### src/rtl/rr_gate_pkg.sv
// Shared types and defaults for the round-robin gate arbiter.
// Opcode encoding, output-stage states and the id-width helper live here.
package rr_gate_pkg;

  localparam int N_REQ_DEF = 4;
  localparam int W_DEF     = 8;

  typedef enum logic [1:0] {
    OP_AND   = 2'b00,
    OP_OR    = 2'b01,
    OP_XOR   = 2'b10,
    OP_NOT_A = 2'b11
  } gate_op_t;

  typedef enum logic {
    ST_EMPTY = 1'b0,
    ST_FULL  = 1'b1
  } out_state_t;

  // A single requester still needs a 1-bit id field.
  function automatic int id_width(int n);
    return (n > 1) ? $clog2(n) : 1;
  endfunction

endpackage

### src/rtl/rr_gate_arbiter_if.sv
// Request/response bundle between N_REQ requesters, the arbiter and the consumer.
// The arbiter uses the slave view; the requester/consumer side uses master.
interface rr_gate_arbiter_if
  import rr_gate_pkg::*;
#(
  parameter int N_REQ = N_REQ_DEF,
  parameter int W     = W_DEF
);
  localparam int ID_W = id_width(N_REQ);

  logic [N_REQ-1:0]         req_valid;
  logic [N_REQ-1:0]         req_ready;
  logic [N_REQ-1:0][W-1:0]  req_a;
  logic [N_REQ-1:0][W-1:0]  req_b;
  logic [N_REQ-1:0][1:0]    req_op;
  logic                     rsp_valid;
  logic                     rsp_ready;
  logic [W-1:0]             rsp_data;
  logic [ID_W-1:0]          rsp_id;

  modport master (
    output req_valid, req_a, req_b, req_op, rsp_ready,
    input  req_ready, rsp_valid, rsp_data, rsp_id
  );

  modport slave (
    input  req_valid, req_a, req_b, req_op, rsp_ready,
    output req_ready, rsp_valid, rsp_data, rsp_id
  );

endinterface

### src/rtl/mux2.sv
// One-bit 2:1 multiplexer; the only logic primitive the gate unit is built from.
module mux2 (
  input  logic sel_i,
  input  logic d0_i,
  input  logic d1_i,
  output logic y_o
);

  assign y_o = sel_i ? d1_i : d0_i;

endmodule

### src/rtl/mux_gate_unit.sv
// Shared W-bit gate unit (AND/OR/XOR/NOT a) made purely of mux2 instances and 0/1 constants.
// Each gate uses operand a as the mux select; the opcode then picks one of the four.
module mux_gate_unit
  import rr_gate_pkg::*;
#(
  parameter int W = W_DEF
) (
  input  logic [W-1:0] a,
  input  logic [W-1:0] b,
  input  gate_op_t     op,
  output logic [W-1:0] y
);

  genvar gi;
  generate
    for (gi = 0; gi < W; gi++) begin : g_bit
      logic and_w, or_w, nb_w, xor_w, na_w, lo_w, hi_w;

      mux2 u_and  (.sel_i(a[gi]),  .d0_i(1'b0),    .d1_i(b[gi]),  .y_o(and_w));
      mux2 u_or   (.sel_i(a[gi]),  .d0_i(b[gi]),   .d1_i(1'b1),   .y_o(or_w));
      mux2 u_nb   (.sel_i(b[gi]),  .d0_i(1'b1),    .d1_i(1'b0),   .y_o(nb_w));
      mux2 u_xor  (.sel_i(a[gi]),  .d0_i(b[gi]),   .d1_i(nb_w),   .y_o(xor_w));
      mux2 u_na   (.sel_i(a[gi]),  .d0_i(1'b1),    .d1_i(1'b0),   .y_o(na_w));
      // op[0] picks within {AND,OR} and {XOR,NOT}; op[1] picks the pair.
      mux2 u_lo   (.sel_i(op[0]),  .d0_i(and_w),   .d1_i(or_w),   .y_o(lo_w));
      mux2 u_hi   (.sel_i(op[0]),  .d0_i(xor_w),   .d1_i(na_w),   .y_o(hi_w));
      mux2 u_sel  (.sel_i(op[1]),  .d0_i(lo_w),    .d1_i(hi_w),   .y_o(y[gi]));
    end
  endgenerate

endmodule

### src/rtl/rr_gate_arbiter.sv
// Round-robin arbiter feeding a shared mux-based gate unit into a one-entry output register.
// A grant is only issued when the output register is empty or draining this cycle.
module rr_gate_arbiter
  import rr_gate_pkg::*;
#(
  parameter int N_REQ = N_REQ_DEF,
  parameter int W     = W_DEF
) (
  input  logic             clk,
  input  logic             rst,
  rr_gate_arbiter_if.slave bus
);

  localparam int ID_W = id_width(N_REQ);

  out_state_t       state_q, state_d;
  logic [ID_W-1:0]  ptr_q, ptr_d;
  logic [ID_W-1:0]  id_q, id_d;
  logic [W-1:0]     data_q, data_d;

  logic [ID_W-1:0]  win_idx;
  logic             win_found;
  logic             can_accept;
  logic             xfer;
  logic [N_REQ-1:0] ready;
  logic [W-1:0]     gate_y;
  int               scan_idx;

  // Scan offsets from highest to lowest so the offset closest to ptr is written last.
  always_comb begin
    win_idx   = ptr_q;
    win_found = 1'b0;
    scan_idx  = 0;
    for (int k = N_REQ - 1; k >= 0; k--) begin
      scan_idx = int'(ptr_q) + k;
      if (scan_idx >= N_REQ) scan_idx = scan_idx - N_REQ;
      if (bus.req_valid[scan_idx]) begin
        win_idx   = ID_W'(scan_idx);
        win_found = 1'b1;
      end
    end
  end

  assign can_accept = (state_q == ST_EMPTY) || bus.rsp_ready;

  always_comb begin
    ready = '0;
    for (int i = 0; i < N_REQ; i++) begin
      ready[i] = !rst && can_accept && win_found && (win_idx == ID_W'(i));
    end
  end

  assign xfer = |ready;

  mux_gate_unit #(.W(W)) u_gate (
    .a  (bus.req_a[win_idx]),
    .b  (bus.req_b[win_idx]),
    .op (gate_op_t'(bus.req_op[win_idx])),
    .y  (gate_y)
  );

  always_comb begin
    state_d = state_q;
    data_d  = data_q;
    id_d    = id_q;
    ptr_d   = ptr_q;
    if (xfer) begin
      data_d = gate_y;
      id_d   = win_idx;
      ptr_d  = (win_idx == ID_W'(N_REQ - 1)) ? '0 : win_idx + ID_W'(1);
    end
    case (state_q)
      ST_EMPTY: if (xfer) state_d = ST_FULL;
      ST_FULL:  if (bus.rsp_ready && !xfer) state_d = ST_EMPTY;
      default:  state_d = ST_EMPTY;
    endcase
  end

  always_ff @(posedge clk) begin
    if (rst) begin
      state_q <= ST_EMPTY;
      ptr_q   <= '0;
      data_q  <= '0;
      id_q    <= '0;
    end else begin
      state_q <= state_d;
      ptr_q   <= ptr_d;
      data_q  <= data_d;
      id_q    <= id_d;
    end
  end

  assign bus.req_ready = ready;
  assign bus.rsp_valid = (state_q == ST_FULL);
  assign bus.rsp_data  = data_q;
  assign bus.rsp_id    = id_q;

endmodule

### src/flat_wrapper.sv
// flat-port wrapper written by rule: the top's interface ports become plain ports
module rr_gate_arbiter_flat import rr_gate_pkg::*;
#(
  parameter int N_REQ = N_REQ_DEF,
  parameter int W     = W_DEF
)
  (clk, rst, bus_req_valid, bus_req_a, bus_req_b, bus_req_op, bus_rsp_ready, bus_req_ready, bus_rsp_valid, bus_rsp_data, bus_rsp_id);
  rr_gate_arbiter_if #(.N_REQ(N_REQ), .W(W)) bus_i ();
  input  logic clk;
  input  logic rst;
  input wire logic [$bits(bus_i.req_valid)-1:0] bus_req_valid;
  input wire logic [$bits(bus_i.req_a)-1:0] bus_req_a;
  input wire logic [$bits(bus_i.req_b)-1:0] bus_req_b;
  input wire logic [$bits(bus_i.req_op)-1:0] bus_req_op;
  input wire logic [$bits(bus_i.rsp_ready)-1:0] bus_rsp_ready;
  output wire logic [$bits(bus_i.req_ready)-1:0] bus_req_ready;
  output wire logic [$bits(bus_i.rsp_valid)-1:0] bus_rsp_valid;
  output wire logic [$bits(bus_i.rsp_data)-1:0] bus_rsp_data;
  output wire logic [$bits(bus_i.rsp_id)-1:0] bus_rsp_id;
  assign bus_i.req_valid = bus_req_valid;
  assign bus_i.req_a = bus_req_a;
  assign bus_i.req_b = bus_req_b;
  assign bus_i.req_op = bus_req_op;
  assign bus_i.rsp_ready = bus_rsp_ready;
  assign bus_req_ready = bus_i.req_ready;
  assign bus_rsp_valid = bus_i.rsp_valid;
  assign bus_rsp_data = bus_i.rsp_data;
  assign bus_rsp_id = bus_i.rsp_id;
  rr_gate_arbiter #(.N_REQ(N_REQ), .W(W)) u_core (.clk(clk), .rst(rst), .bus(bus_i));
endmodule
### config.mk
export PLATFORM = sky130hd
export DESIGN_NAME = rr_gate_arbiter_flat
export DESIGN_NICKNAME = d
export VERILOG_FILES = /design/src/rtl/rr_gate_pkg.sv /design/src/rtl/rr_gate_arbiter_if.sv /design/src/rtl/mux2.sv /design/src/rtl/mux_gate_unit.sv /design/src/rtl/rr_gate_arbiter.sv /design/src/flat_wrapper.sv
export SDC_FILE = /design/constraint.sdc
export NUM_CORES = 1
export LEC_CHECK = 0
export BUFFER_PORTS_ARGS = -buffer_cell sky130_fd_sc_hd__buf_4
export CAP_MARGIN = 10
export CORE_MARGIN = 8
export CORE_UTILIZATION = 35
export DETAILED_ROUTE_END_ITERATION = 12
export PLACE_DENSITY_LB_ADDON = 0.25
export SETUP_SLACK_MARGIN = 0.3
export SLEW_MARGIN = 20
export SYNTH_ARGS = -nofsm -noshare
export SYNTH_HDL_FRONTEND = slang
export SYNTH_SLANG_ARGS = --single-unit
export TNS_END_PERCENT = 50
### constraint.sdc
create_clock -name clk -period 4.65 [get_ports clk]
set_input_delay 0.465 -clock clk [delete_from_list [all_inputs] [get_ports clk]]
set_output_delay 0.465 -clock clk [all_outputs]
set_load 0.01 [all_outputs]
==> summary.md <==
| Metric | Value |
|---|---|
| Status | `completed` |
| FF-to-FF End | `u_core.bus.rsp_data[2]` |
| Sw Share | `45.20%` |
| Port bufs | `93` |
| Hold Buf Count CTS | `0` |
| Initial antenna violation count | `0` |
| Dominant synthesized flop cell | `dfxtp_1` |
| Register area share after synthesis | `14.90%` |
| DR WL/cell | `13.97 um` |
| Critical Path AT | `3.62 ns` |
| Initial DRC count | `51` |
| Mapped Cells | `238` |
| Yosys reg bits | `13` |
| Hold EP | `u_core.bus.rsp_id[1]` |
| Initial Utilization | `36.74%` |
| Vias in the first global route | `1922` |
| EDFF count, synth | `0` |
| Reg-to-reg slack, setup | `1.19 ns` |
| # rows | `25` |
| Worst vdd ir | `0.1769 mV` |
| Fmax | `288.8 MHz` |
| Clock Sinks | `13` |
| DRT Pass-1 Iters | `4` |
| DR vias | `1893` |
| Power density cells | `334.5 mW/mm^2` |
| Final Max Tran Viols | `0` |
| Commonest non-fill, non-tap cell in the layout | `buf_4` |
| DIE AREA | `0.007507 sq mm` |
| HP Start | `u_core.bus.rsp_id[1]` |
| Fin nets | `423` |
| Hold_ws | `0.4697 ns` |
| RSZ-0062 raised after global routing | `no` |
| CTS tree | `yes` |
| Switching power of the nets | `0.3800 mW` |
| R2R depth | `8` |
| Commonest cells after routing, fill and taps aside | `buf_4, nand2_1, ha_1, inv_1, nand3_1` |
| Yosys cell types | `36` |
| Post-CTS Setup Bufs | `0` |
| Worst Path Max Fanout | `12` |
| Clock transition at path regs | `0.06 ns` |
| Worst Hold Depth | `2` |
| Detailed Route WL | `5.447 mm` |
| Dpl hpwl | `4.408 mm` |
| Clock root cell | `clkbuf_8` |
| Post-CTS sizing | `0` |
| Setup TNS | `0 ns` |
| Post-route cell area | `0.002514 sq mm` |
| H-tree Lvls | `1` |
| R2R Path Start | `u_core.ptr_q[0]` |
| Number of diodes | `0` |
| Dpl ws | `0.9176 ns` |
| Max-capacitance violation count | `0` |
| Slew headroom | `33.44%` |
| DP Area | `0.002469 sq mm` |
| Mux cell area share after synthesis | `11.89%` |
| FFs w/ async S/R, synth | `0%` |
| Mapped cell area | `0.001747 sq mm` |
| Clock Skews | `0.004515 ns` |
| Final min period | `3.463 ns` |
| Register area | `260.3 sq um` |
| Area Growth Syn to Fin | `43.91%` |
| Vias/cell | `4.854` |
| Synth Net Count | `337` |
| Total Power | `0.8407 mW` |
| Critical Path Start Type | `flop` |
| Crit path required time | `4.81 ns` |
| Synth Area in Compound Gates | `23.21%` |
| Area of the multi-input gates | `0.001339 sq mm` |
| Fillers | `494` |
| Post-Synth Adder-Cell Area | `14.33%` |
| Share of cells above drive strength 1 | `38.08%` |
| Gp weighted congestion | `0.7578` |
| I/O pin cnt | `94` |
| Worst setup EP type | `flop` |
| Die width | `86.65 um` |
| Leak | `1.327 nW` |
| First-pass GRT wire length | `8.949 mm` |
| CTS Buffer Depth | `2` |
| Setup violators final | `0` |
| Largest net degree at the start of global routing | `39` |
| Post-DRT Antenna Nets | `0` |
| Min-delay worst type | `flop to flop` |
| TritonCTS buffer count | `3` |
| Final Hold Viols | `0` |
| Synth Area in XOR/XNOR | `0%` |
| Sequential power share | `18.4%` |
| Core box area | `0.004755 sq mm` |
| P_int | `0.4607 mW` |
| All-layer global routing usage | `14.56%` |
| Setup Crit Path Kind | `flop to flop` |
| Largest family of logic cells by synthesized area | `simple AND/OR/NAND/NOR gates` |
| # DRC | `0` |
| Simple-Gate Fraction of Synth Area | `27.22%` |
| Synthesis warning total | `0` |
| Tcrit/Tclk final | `74.48%` |
| Worst-Margin Slew | `0.9940 ns` |
| Syn_area_per_cell | `7.339 sq um` |
| Worst-Skew Late Latency | `0.25 ns` |
| Die Y | `86.65 um` |
| Gate power share | `69.3%` |
| Clock power share | `12.3%` |
| Congestion Overflow GR | `0` |
| Worst setup margin | `1.187 ns` |
through the flow:
step                utilization [%]  std cells
CTS                           52.87        390
finish                        52.87        390
floorplan                         -        238
global route                  52.87        390
global placement              51.92        386
detailed placement            51.92        386
synth_stat cells, types with 3 or more instances:
master | number | area share [%]
dfxtp_1 | 13 | 15
nand2_1 | 70 | 15
nor2b_1 | 4 | 1.4
mux2_2 | 6 | 3.9
ha_1 | 20 | 14
mux2i_1 | 11 | 6.3
a21oi_1 | 12 | 3.4
o21bai_1 | 8 | 3.4
nor2_1 | 4 | 0.86
buf_2 | 6 | 1.7
a221oi_2 | 8 | 6.9
and2_1 | 5 | 1.8
a32oi_1 | 8 | 4.0
nor3_1 | 3 | 0.86
nand3_1 | 16 | 4.6
clkbuf_1 | 4 | 0.86
inv_1 | 17 | 3.7
final cells by class:
class                      count  share of cell area [%]
tap                           67                   3.335
sequential                    13                   10.35
inverter                      19                   2.887
timing repair buffer          95                   28.37
multi-input combinational    192                   53.26
clock buffer                   4                   1.792
worst max-delay path, stage by stage, from the launching register on:
cell and delay [ns]:
dfxtp_1 0.34, nor2b_1 0.17, a21oi_1 0.06, o211ai_1 0.79
inv_2 0.29, ha_1 0.32, o41ai_1 0.81, nor2_2 0.28
a221oi_2 0.32
power by group through the flow:
| stage | clock (mW) | sequential, mW | combinational, mW |
|---|---|---|---|
| after global placement | 0 | 0.158 | 0.574 |
| after CTS | 0.104 | 0.155 | 0.593 |
| final | 0.103 | 0.154 | 0.583 |
| after detailed placement | 0 | 0.156 | 0.591 |
| after global routing | 0.110 | 0.158 | 0.664 |
| after floorplan | 0 | 0.162 | 0.415 |
kinds of logic after synthesis:
family / count (synthesis)
muxes: 19
buffers and inverters: 33
AOI/OAI and AO/OA: 45
and+or+nand+nor: 108
DFF: 13
adders and majority gates: 20
worst max-delay path by stage:
stage | from | endpoint | slack [ns] | depth (start not counted)
after floorplan | bus_req_valid[2] | u_core.bus.rsp_data[2] | 1.70 | 10
after global placement | bus_req_valid[0] | u_core.bus.rsp_data[2] | 1.04 | 9
after detailed placement | bus_req_valid[0] | u_core.bus.rsp_data[2] | 0.92 | 9
after CTS | u_core.ptr_q[0] | u_core.bus.rsp_data[1] | 1.14 | 8
after global routing | u_core.ptr_q[0] | u_core.bus.rsp_data[2] | 0.78 | 8
final | u_core.ptr_q[0] | u_core.bus.rsp_data[2] | 1.19 | 8
layer usage:
metal / vias to the layer above / part of all wire (%) / GRT usage, % / wire length (um)
li1: 993 / - / - / -
met1: 832 / 44 / 16.85 / 2404
met2: 64 / 47 / 25.21 / 2552
met3: 4 / 8.6 / 5.577 / 468
met4: 0 / 0.39 / 1.878 / 21
met5: - / 0 / 0 / 0
flip-flops by register name (all words and copies together) (netlist names):
register,count
u_core.bus.rsp_data,8
u_core.bus.rsp_id,2
u_core.ptr_q,2
u_core.bus.rsp_valid,1
Power figures use the tool's default switching activity.
